`src/rtl/lut3_cfg_programmer.sv`:
```
// Programs a 3-input LUT from an 8-bit truth table, then sweeps all
// eight input vectors and reports a per-vector mismatch mask.
module lut3_cfg_programmer #(
  parameter int LUT_LAT = 1
) (
  input  logic       clk,
  input  logic       rst_n,
  input  logic       cfg_valid,
  output logic       cfg_ready,
  input  logic [7:0] cfg_data,
  output logic       lut_enable,
  output logic [7:0] lut_s,
  output logic       lut_a,
  output logic       lut_b,
  output logic       lut_c,
  input  logic       lut_z,
  output logic       done,
  output logic       pass,
  output logic [7:0] fail_mask
);

  typedef enum logic [1:0] {
    S_IDLE,
    S_LOAD,
    S_SWEEP,
    S_DONE
  } state_t;

  localparam logic [2:0] LAT3 = 3'(LUT_LAT);

  state_t     r_state;
  state_t     w_next;
  logic [7:0] r_shadow;
  logic [7:0] r_lut_s;
  logic       r_en;
  logic [2:0] r_vec;
  logic [2:0] r_wait;
  logic       r_pass;
  logic [7:0] r_mask;

  logic       w_accept;
  logic       w_sample;
  logic       w_miss;
  logic [7:0] w_mask_nxt;

  assign w_accept   = cfg_valid && (r_state == S_IDLE);
  assign w_sample   = (r_state == S_SWEEP) && (r_wait == LAT3);
  assign w_miss     = lut_z != r_shadow[r_vec];
  assign w_mask_nxt = r_mask | (8'(w_miss) << r_vec);

  always_comb begin
    w_next = r_state;
    unique case (r_state)
      S_IDLE:  if (w_accept) w_next = S_LOAD;
      S_LOAD:  w_next = S_SWEEP;
      S_SWEEP: if (w_sample && r_vec == 3'd7) w_next = S_DONE;
      S_DONE:  w_next = S_IDLE;
      default: w_next = S_IDLE;
    endcase
  end

  always_ff @(posedge clk) begin
    if (!rst_n) begin
      r_state  <= S_IDLE;
      r_shadow <= '0;
      r_lut_s  <= '0;
      r_en     <= 1'b0;
      r_vec    <= '0;
      r_wait   <= '0;
      r_pass   <= 1'b0;
      r_mask   <= '0;
    end else begin
      r_state <= w_next;
      unique case (r_state)
        S_IDLE: begin
          if (w_accept) begin
            r_shadow <= cfg_data;
            r_pass   <= 1'b0;
            r_mask   <= '0;
          end
        end
        S_LOAD: begin
          r_lut_s <= r_shadow;
          r_en    <= 1'b1;
          r_vec   <= '0;
          r_wait  <= '0;
        end
        S_SWEEP: begin
          if (w_sample) begin
            r_mask <= w_mask_nxt;
            r_wait <= '0;
            // pass must already include the last vector while done is high
            if (r_vec == 3'd7) r_pass <= (w_mask_nxt == 8'h00);
            else               r_vec  <= r_vec + 3'd1;
          end else begin
            r_wait <= r_wait + 3'd1;
          end
        end
        S_DONE: r_en <= 1'b0;
        default: ;
      endcase
    end
  end

  assign cfg_ready  = (r_state == S_IDLE);
  assign done       = (r_state == S_DONE);
  assign lut_enable = r_en;
  assign lut_s      = r_lut_s;
  assign lut_a      = r_vec[2];
  assign lut_b      = r_vec[1];
  assign lut_c      = r_vec[0];
  assign pass       = r_pass;
  assign fail_mask  = r_mask;

endmodule

```
`config.mk`:
```
export PLATFORM = sky130hd
export DESIGN_NAME = lut3_cfg_programmer
export DESIGN_NICKNAME = d
export VERILOG_FILES = /design/src/rtl/lut3_cfg_programmer.sv
export SDC_FILE = /design/constraint.sdc
export NUM_CORES = 1
export LEC_CHECK = 0
export CORE_ASPECT_RATIO = 0.6
export CORE_MARGIN = 5
export CORE_UTILIZATION = 50
export CTS_CLUSTER_DIAMETER = 150
export DETAILED_ROUTE_END_ITERATION = 7
export PLACE_DENSITY = 0.77
export SLEW_MARGIN = 0
export SYNTH_ARGS = -nofsm -noshare
export SYNTH_HDL_FRONTEND = slang
export SYNTH_SLANG_ARGS = --single-unit
export TNS_END_PERCENT = 10
```
`constraint.sdc`:
```
create_clock -name clk -period 2.3 [get_ports clk]
set_input_delay 0.46 -clock clk [delete_from_list [all_inputs] [get_ports clk]]
set_output_delay 0.46 -clock clk [all_outputs]
set_load 0.03 [all_outputs]
```
* After elaboration in Yosys (flattened, before gate mapping)
Index checks and enable logic that the tools add are counted.
** Storage, ports and cells
- Register bits :: 34
- Input port bits :: 12
- Output and inout port bits :: 23
- Logic and storage cells :: 55
** Operators by class
- Add/subtract/negate cells :: 2
- Magnitude comparators :: 1
- Equality and inequality tests :: 11
- Shift operators :: 1
- Multiplexer cells :: 18
- Bitwise operators :: 1
- Reduce and logical (&&, ||, !) cells :: 13
** Operator list (count)
- two-way mux 8 bit :: 2
- case mux 8 bit (2 select lines) :: 1
- case mux 3 bit (2 select lines) :: 2
- two-way mux 3 bit :: 3
- zero test 8 bit :: 1
- OR 8 bit :: 1
- case mux 2 bit (4 select lines) :: 1
- left shift 1 x 3 -> 8 bit :: 1
- adder 3 x 1 -> 3 bit, second input constant :: 2
- != test 2 x 1 -> 1 bit, second input constant :: 3
- AND reduction 3 bit :: 2
- nonzero test 2 bit :: 3
- equality test 2 bit, second input constant :: 2
- < comparator 3 x 4 -> 1 bit, second input constant :: 1
- two-way mux 1 bit :: 4
- two-way mux 2 bit :: 2
- != test 2 bit, second input constant :: 2
- case mux 1 bit (2 select lines) :: 2
- AND reduction 2 bit :: 2
- AND reduction 4 bit :: 1
- binary-select mux 1 bit (select 3 bit) :: 1
- equality test 3 x 1 -> 1 bit, second input constant :: 1
- equality test 3 bit, second input constant :: 1
- logical AND 1 bit :: 3
- other kinds (3) :: 3

* Logic depth before layout (Yosys ltp)
Gate-level depths: netlist of run 1.
- Word-level depth :: 9
- Gate-level depth with buffers :: 7
- Mapped depth without buffers :: 6

* Least setup slack after synthesis of run 1
OpenSTA, ideal clock, no wires.
- Path kind :: register to register
- Start :: register r_vec[0]
- End :: register r_mask[0] (netlist: fail_mask[0])
- Library setup time :: 0.070 ns
- Arrival time :: 1.950 ns
- Data required time :: 2.230 ns
- Setup slack :: 0.280 ns
- Stages on the path, launching flop included :: 6
- Buffers on the path :: 1
- Clock period less this slack :: 2.020 ns
- Path through :: dfxtp_1 buf_6 mux4_2 xnor2_2 or4b_1 a21boi_1
** On the way
- Cells in the longest elaborated chain, start to end :: 7
** Ends and longest elaborated chain
- start: declaration :: RTL line 36 : logic [2:0] r_vec;
- start signal: assignment :: RTL line 94 : else r_vec <= r_vec + 3'd1;
- binary-select mux 1 bit (select 3 bit) :: RTL line 48 : assign w_miss = lut_z != r_shadow[r_vec];
- two-way mux 1 bit (implied by the code) :: RTL line 48
- != test 1 bit :: RTL line 48
- left shift 1 x 3 -> 8 bit * :: RTL line 49 : assign w_mask_nxt = r_mask | (8'(w_miss) << r_vec);
- OR 8 bit * :: RTL line 49
- two-way mux 8 bit * :: RTL line 89 : if (w_sample) begin
- case mux 8 bit (2 select lines) * :: RTL line 74 : unique case (r_state)
- end signal: assignment :: RTL line 90 : r_mask <= w_mask_nxt;
- end: declaration :: RTL line 39 : logic [7:0] r_mask;
Mark *: on every way between the ends. The rest lies on a longest branch, timed or not. The select of a mux whose other input is x is not followed.
A chain may end at the register's enable or synchronous reset.

* Worst setup path after layout of run 1
- Start :: register r_vec[2]
- End :: output lut_a
** RTL lines
- end: declaration :: RTL line 13 : output logic lut_a,
No word-level cell between the ends.

==> reports/metrics.yaml, run 1 <==
status:
  status: "finished, final reports clean"
power_and_ir_drop:
  combPwrFrac: 0.388
  worst_ir_drop_vdd_v: 0.000503
  pwr_density_cell_nw_per_um2: 876
  p_leak_nw: 0.797
  power_frac_seq: 0.373
  p_sw_frac: 0.368
  internal_power_mw: 1.22
  power_mw: 1.93
  p_clk_frac: 0.239
  switchingPower_uw: 710
cells_and_area:
  layout.nets: 240
  drive_gt1_frac: 0.0905
  design_area_um2: 2200
  diodes: 0
  final_cells: 266
  filler_cell_count: 281
  finish.utilization: 0.674
  area_delta_synth_final_pct: 29.5
  layout_common_cells: "34 x dfxtp_1, 34 x clkdlybuf4s50_1, 18 x nand2_1, 15 x nor2b_1"
die:
  dieArea_um2: 4700
  die_x_um: 85.2
  die_h_um: 55.1
  io_pins: 35
  initial_utilization: 0.520
  rows: 16
  coreArea_um2: 3260
synthesis:
  synth_compound_area_frac: 0.142
  synth_top_family_by_area: "simple AND/OR/NAND/NOR gates"
  synth-simple-area-share: 0.250
  async_reset_ff_frac: 0
  synthCells: 181
  yosys.area_share.adder: 0.0590
  synth.cell_area_um2: 1700
  synth_nets: 201
  synth_edf_count: 0
  synth_seq_area_share: 0.401
  synthMuxAreaShare: 0.0796
  yosysWarnings: 0
  synth_xor_area_frac: 0.0251
  ys_ff_latch: 34
  synth.avg_cell_area_um2: 9.38
  synth_cell_type_count: 39
  synth_flop_cell: "dfxtp_1"
clock_network:
  clock_latency_ns: 0.29
  cts_resized: 0
  clk_path_buf_depth: 2
  root_buffer: "clkbuf_8"
  cts_tree: "yes"
  cts-hold-fix-buffers: 0
  clock_sinks: 34
  cts.clk_slew.worst_paths_ns: 0.07
  cts_buffers: 5
  postCtsSetupRepairBufs: 0
  h-tree-depth: 2
route:
  vias: 1492
  top_layer_used: "met4"
  drt-pass1-iter-count: 4
  drc: 0
  met2_length_mm: 1.90
  vias_per_cell: 5.61
  wl_mm: 4.22
  drtIter0Drc: 44
  final_antenna_net_count: 0
  wl_met1_mm: 1.90
  met3WireLength_um: 373
  avgRoutedWirePerCell_um: 15.9
worst_hold_path:
  hp-class: "reg2reg"
  min_path_cells: 2
critical_path:
  cp_slowest_cell: "clkdlybuf4s50_1"
  cp_top_family: "buffers and inverters"
  critPathMaxStageDelay_ns: 0.76
  cp_data_required_time_ns: 1.84
  path_buf_inv: 1
  startpoint_type: "flop"
  end_kind: "primary output"
  worstPathCellList: "clkdlybuf4s50_1"
  r2r_cells: 6
  arrival_ns: 1.65
  cp_num_cells: 1
  critical_path_class: "reg2out"
  worstPathMaxFanout: 15
global_routing:
  overflow: 0
  grtUsageTotal: 0.199
  grt_max_degree: 34
  grt_first_pass_wirelength_mm: 7.20
  antenna_found_initial: 0
  grt_pass1_vias: 1504
place:
  port_buffers: 34
  pre_cts_ws_ns: 0.233
  place_area_um2: 2100
  dp_hpwl_mm: 3.12
  gp_congestion: 0.880
  dpl.cell_count: 258
sta:
  setup_tns_ns: 0
  setup_viol: 0
  max-slew-margin-rel: 0.698
  post-route-period-util: 0.919
  rsz0062_at_grt: "false"
  fmax_ghz: 0.473
  holdWs_ns: 0.495
  setup_ws_ns: 0.187
  layout_min_cycle_time_ns: 2.11
  slew_violations: 0
  finClkSkew_ns: 0.00567
  final_hold_viol_count: 0
  worst_pin_slew_ns: 0.452
flow_run:
  cap_viol_max_count: 0
## cells in the mapped netlist, drive strengths merged, types with 4 or more instances
library cell	number	area (um^2)
a32oi	5	43.8
a21boi	12	90.1
mux2i	9	90.1
and2	6	37.5
inv	6	22.5
buf	4	28.8
nor3	5	25.0
nand2	18	67.6
clkbuf	6	22.5
nand3	11	55.1
nor2b	15	93.8
nor3b	4	30.0
nor2	6	22.5
dfxtp	34	681
ha	8	100
## layout make-up
| class | instances | area, um^2 | share of cell area |
|---|---|---|---|
| Inverter | 6 | 22.5 | 0.0102 |
| Multi-Input combinational cell | 131 | 943 | 0.429 |
| Timing Repair Buffer | 42 | 400 | 0.182 |
| Sequential cell | 34 | 681 | 0.310 |
| Clock buffer | 6 | 82.6 | 0.0376 |
| Tap cell | 45 | 56.3 | 0.0256 |
| Clock inverter | 2 | 12.5 | 0.00569 |
## registers in the layout, summed over array words and instances (netlist names)
signal,count
lut_enable,1
r_vec,3
r_wait,3
r_state,2
r_shadow,8
lut_s,8
fail_mask,8
pass,1
## layer usage
| metal | global-route usage | vias to the layer above |
|---|---|---|
| met5 | 0 | - |
| met4 | 0.0579 | 0 |
| met3 | 0.0651 | 8 |
| met2 | 0.340 | 58 |
| met1 | 0.245 | 707 |
| li1 | - | 719 |
## cell families after synthesis
group           after synthesis
compound gates               31
buf+inv                      16
mux                          11
xor+xnor                      4
flops                        34
fa+ha+maj                     8
simple gates                 77
## final timing paths
path | start | endpoint | slack, ns
max | r_vec[2]$_SDFFE_PN0P_ | lut_a | 0.19
min | r_shadow[0]$_SDFFE_PN0P_ | r_shadow[0]$_SDFFE_PN0P_ | 0.49
max reg2reg | r_vec[0]$_SDFFE_PN0P_ | pass$_SDFFE_PN0P_ | 0.24
min reg2reg | r_shadow[0]$_SDFFE_PN0P_ | r_shadow[0]$_SDFFE_PN0P_ | 0.49
## power by group through the flow
stage                     combinational (mW)  sequential [mW]  clock, mW
after floorplan                        0.447            0.755          0
after global placement                 0.702            0.723          0
after detailed placement               0.738            0.730          0
after CTS                              0.745            0.717      0.466
after global routing                   0.813            0.725      0.501
final                                  0.748            0.718      0.461
(Power assumes the default switching activity.)
==> run 2, diff against run 1 <==
ABC_CLOCK_PERIOD_IN_PS = 2300   (was unset)
CORE_MARGIN = unset   (was 5)
==> run 2 against run 1 <==
  * Cell area increased by 0.17%
  * Non-clock buffer count fell by 1
  * Highest routed layer unchanged
  * Flip-flop and latch count did not move
  * Largest cell class unchanged
  * Global-route usage increased by 3.9 points
==> reports/metrics.yaml, run 2 (synthesis gave the netlist of run 1 again) <==
status:
  status: "finished, final reports clean"
critical_path:
  critPathMaxStageDelay_ns: 0.77
  startpoint_type: "flop"
  reg2reg_from: "r_vec[0]$_SDFFE_PN0P_"
  cp_data_required_time_ns: 1.84
  end_kind: "primary output"
  setup.worst_path.start: "r_vec[2]$_SDFFE_PN0P_"
  worstPathCellList: "clkdlybuf4s50_1"
  path_buf_inv: 1
  cp_slowest_cell: "clkdlybuf4s50_1"
  arrival_ns: 1.68
  critical_path_class: "reg2out"
  cp_top_family: "buffers and inverters"
  worstPathMaxFanout: 15
cells_and_area:
  final_cells: 262
  filler_cell_count: 241
  layout_common_cells: "34 x dfxtp_1, 34 x clkdlybuf4s50_1, 18 x nand2_1, 15 x nor2b_1"
  diodes: 0
  layout.nets: 239
  drive_gt1_frac: 0.0864
  area_delta_synth_final_pct: 29.7
sta:
  post-route-period-util: 0.932
  final_hold_viol_count: 0
  layout_min_cycle_time_ns: 2.14
  fmax_ghz: 0.466
  finClkSkew_ns: 0.00424
  max-slew-margin-rel: 0.659
  setup_viol: 0
  worst_pin_slew_ns: 0.510
  slew_violations: 0
  rsz0062_at_grt: "false"
  setup_tns_ns: 0
route:
  vias: 1452
  avgRoutedWirePerCell_um: 15.3
  wl_mm: 4.01
  top_layer_used: "met4"
  vias_per_cell: 5.54
  drtIter0Drc: 57
  met3WireLength_um: 183
  met2_length_mm: 1.85
  final_antenna_net_count: 0
  drt-pass1-iter-count: 4
  wl_met1_mm: 1.95
  drc: 0
die:
  io_pins: 35
  rows: 15
  die_x_um: 77.2
  initial_utilization: 0.558
  dieArea_um2: 3640
  die_h_um: 47.1
  coreArea_um2: 3040
clock_network:
  cts_buffers: 5
  cts_tree: "yes"
  cts.clk_slew.worst_paths_ns: 0.07
  h-tree-depth: 2
  root_buffer: "clkbuf_8"
  postCtsSetupRepairBufs: 0
  cts-hold-fix-buffers: 0
  clk_path_buf_depth: 2
  cts_resized: 0
  clock_sinks: 34
  clock_latency_ns: 0.28
worst_hold_path:
  hp-class: "reg2reg"
  holdCritStartpoint: "fail_mask[4]$_SDFFE_PN0P_"
power_and_ir_drop:
  worst_ir_drop_vdd_v: 0.000642
  pwr_density_cell_nw_per_um2: 896
  p_leak_nw: 0.802
global_routing:
  grtUsageTotal: 0.237
  overflow: 0
  grt_pass1_vias: 1401
  grt_max_degree: 28
  antenna_found_initial: 0
  grt_first_pass_wirelength_mm: 6.39
place:
  dp_hpwl_mm: 2.94
  dpl.cell_count: 254
  port_buffers: 34
  gp_congestion: 0.832
flow_run:
  cap_viol_max_count: 0
-- run 2: cell types whose count changed in the layout (fill, tap and decap cells not counted), sizes merged --
cell | previous run | this run
clkinv | 1 | 0
clkbuf | 6 | 8
buf | 8 | 7
clkinvlp | 1 | 0
-- run 2: metrics by stage --
stage | setup WS (ns) | hold WS [ns] | cell area (um^2) | total power, mW | util
after global placement | 0.284 | 0.462 | 2090 | 1.43 | 0.688
after CTS | 0.181 | 0.490 | 2200 | 1.98 | 0.724
after detailed placement | 0.208 | 0.481 | 2090 | 1.46 | 0.688
final | 0.155 | 0.492 | 2200 | 1.97 | 0.724
after floorplan | 0.280 | 0.453 | 1700 | 1.20 | -
after global routing | 0.0954 | 0.522 | 2200 | 2.07 | 0.724
-- run 2: path summary, 6_finish.rpt --
path                            slack, ns                        end  depth (start not counted)
worst min-delay path                 0.49  fail_mask[4]$_SDFFE_PN0P_                          2
worst min register to register       0.49  fail_mask[4]$_SDFFE_PN0P_                          2
worst max register to register       0.22          pass$_SDFFE_PN0P_                          6
worst max-delay path                 0.16                      lut_a                          1
-- run 2: worst min-delay path, stage by stage (launching register included) --
cell and delay, ns:
dfxtp_1 0.32, nand2_1 0.05, a21boi_0 0.07
-- run 2: final cells by class --
class	instances	area (um^2)	share of cell area
multi-input combinational	131	943	0.428
sequential	34	681	0.309
timing repair buffer	41	393	0.178
clock buffer	8	110	0.0500
tap	42	52.6	0.0239
inverter	6	22.5	0.0102
-- run 2: report_power, final --
| part | switching (mW) | internal (mW) |
|---|---|---|
| logic | 0.426 | 0.317 |
| registers | 0.0589 | 0.657 |
| clock network | 0.211 | 0.302 |
-- run 2: per-layer routing --
layer  global-route usage  up-vias
met4                0.109        0
met2                0.419       46
met1                0.291      681
li1                     -      721
met5                    0        -
met3               0.0524        4
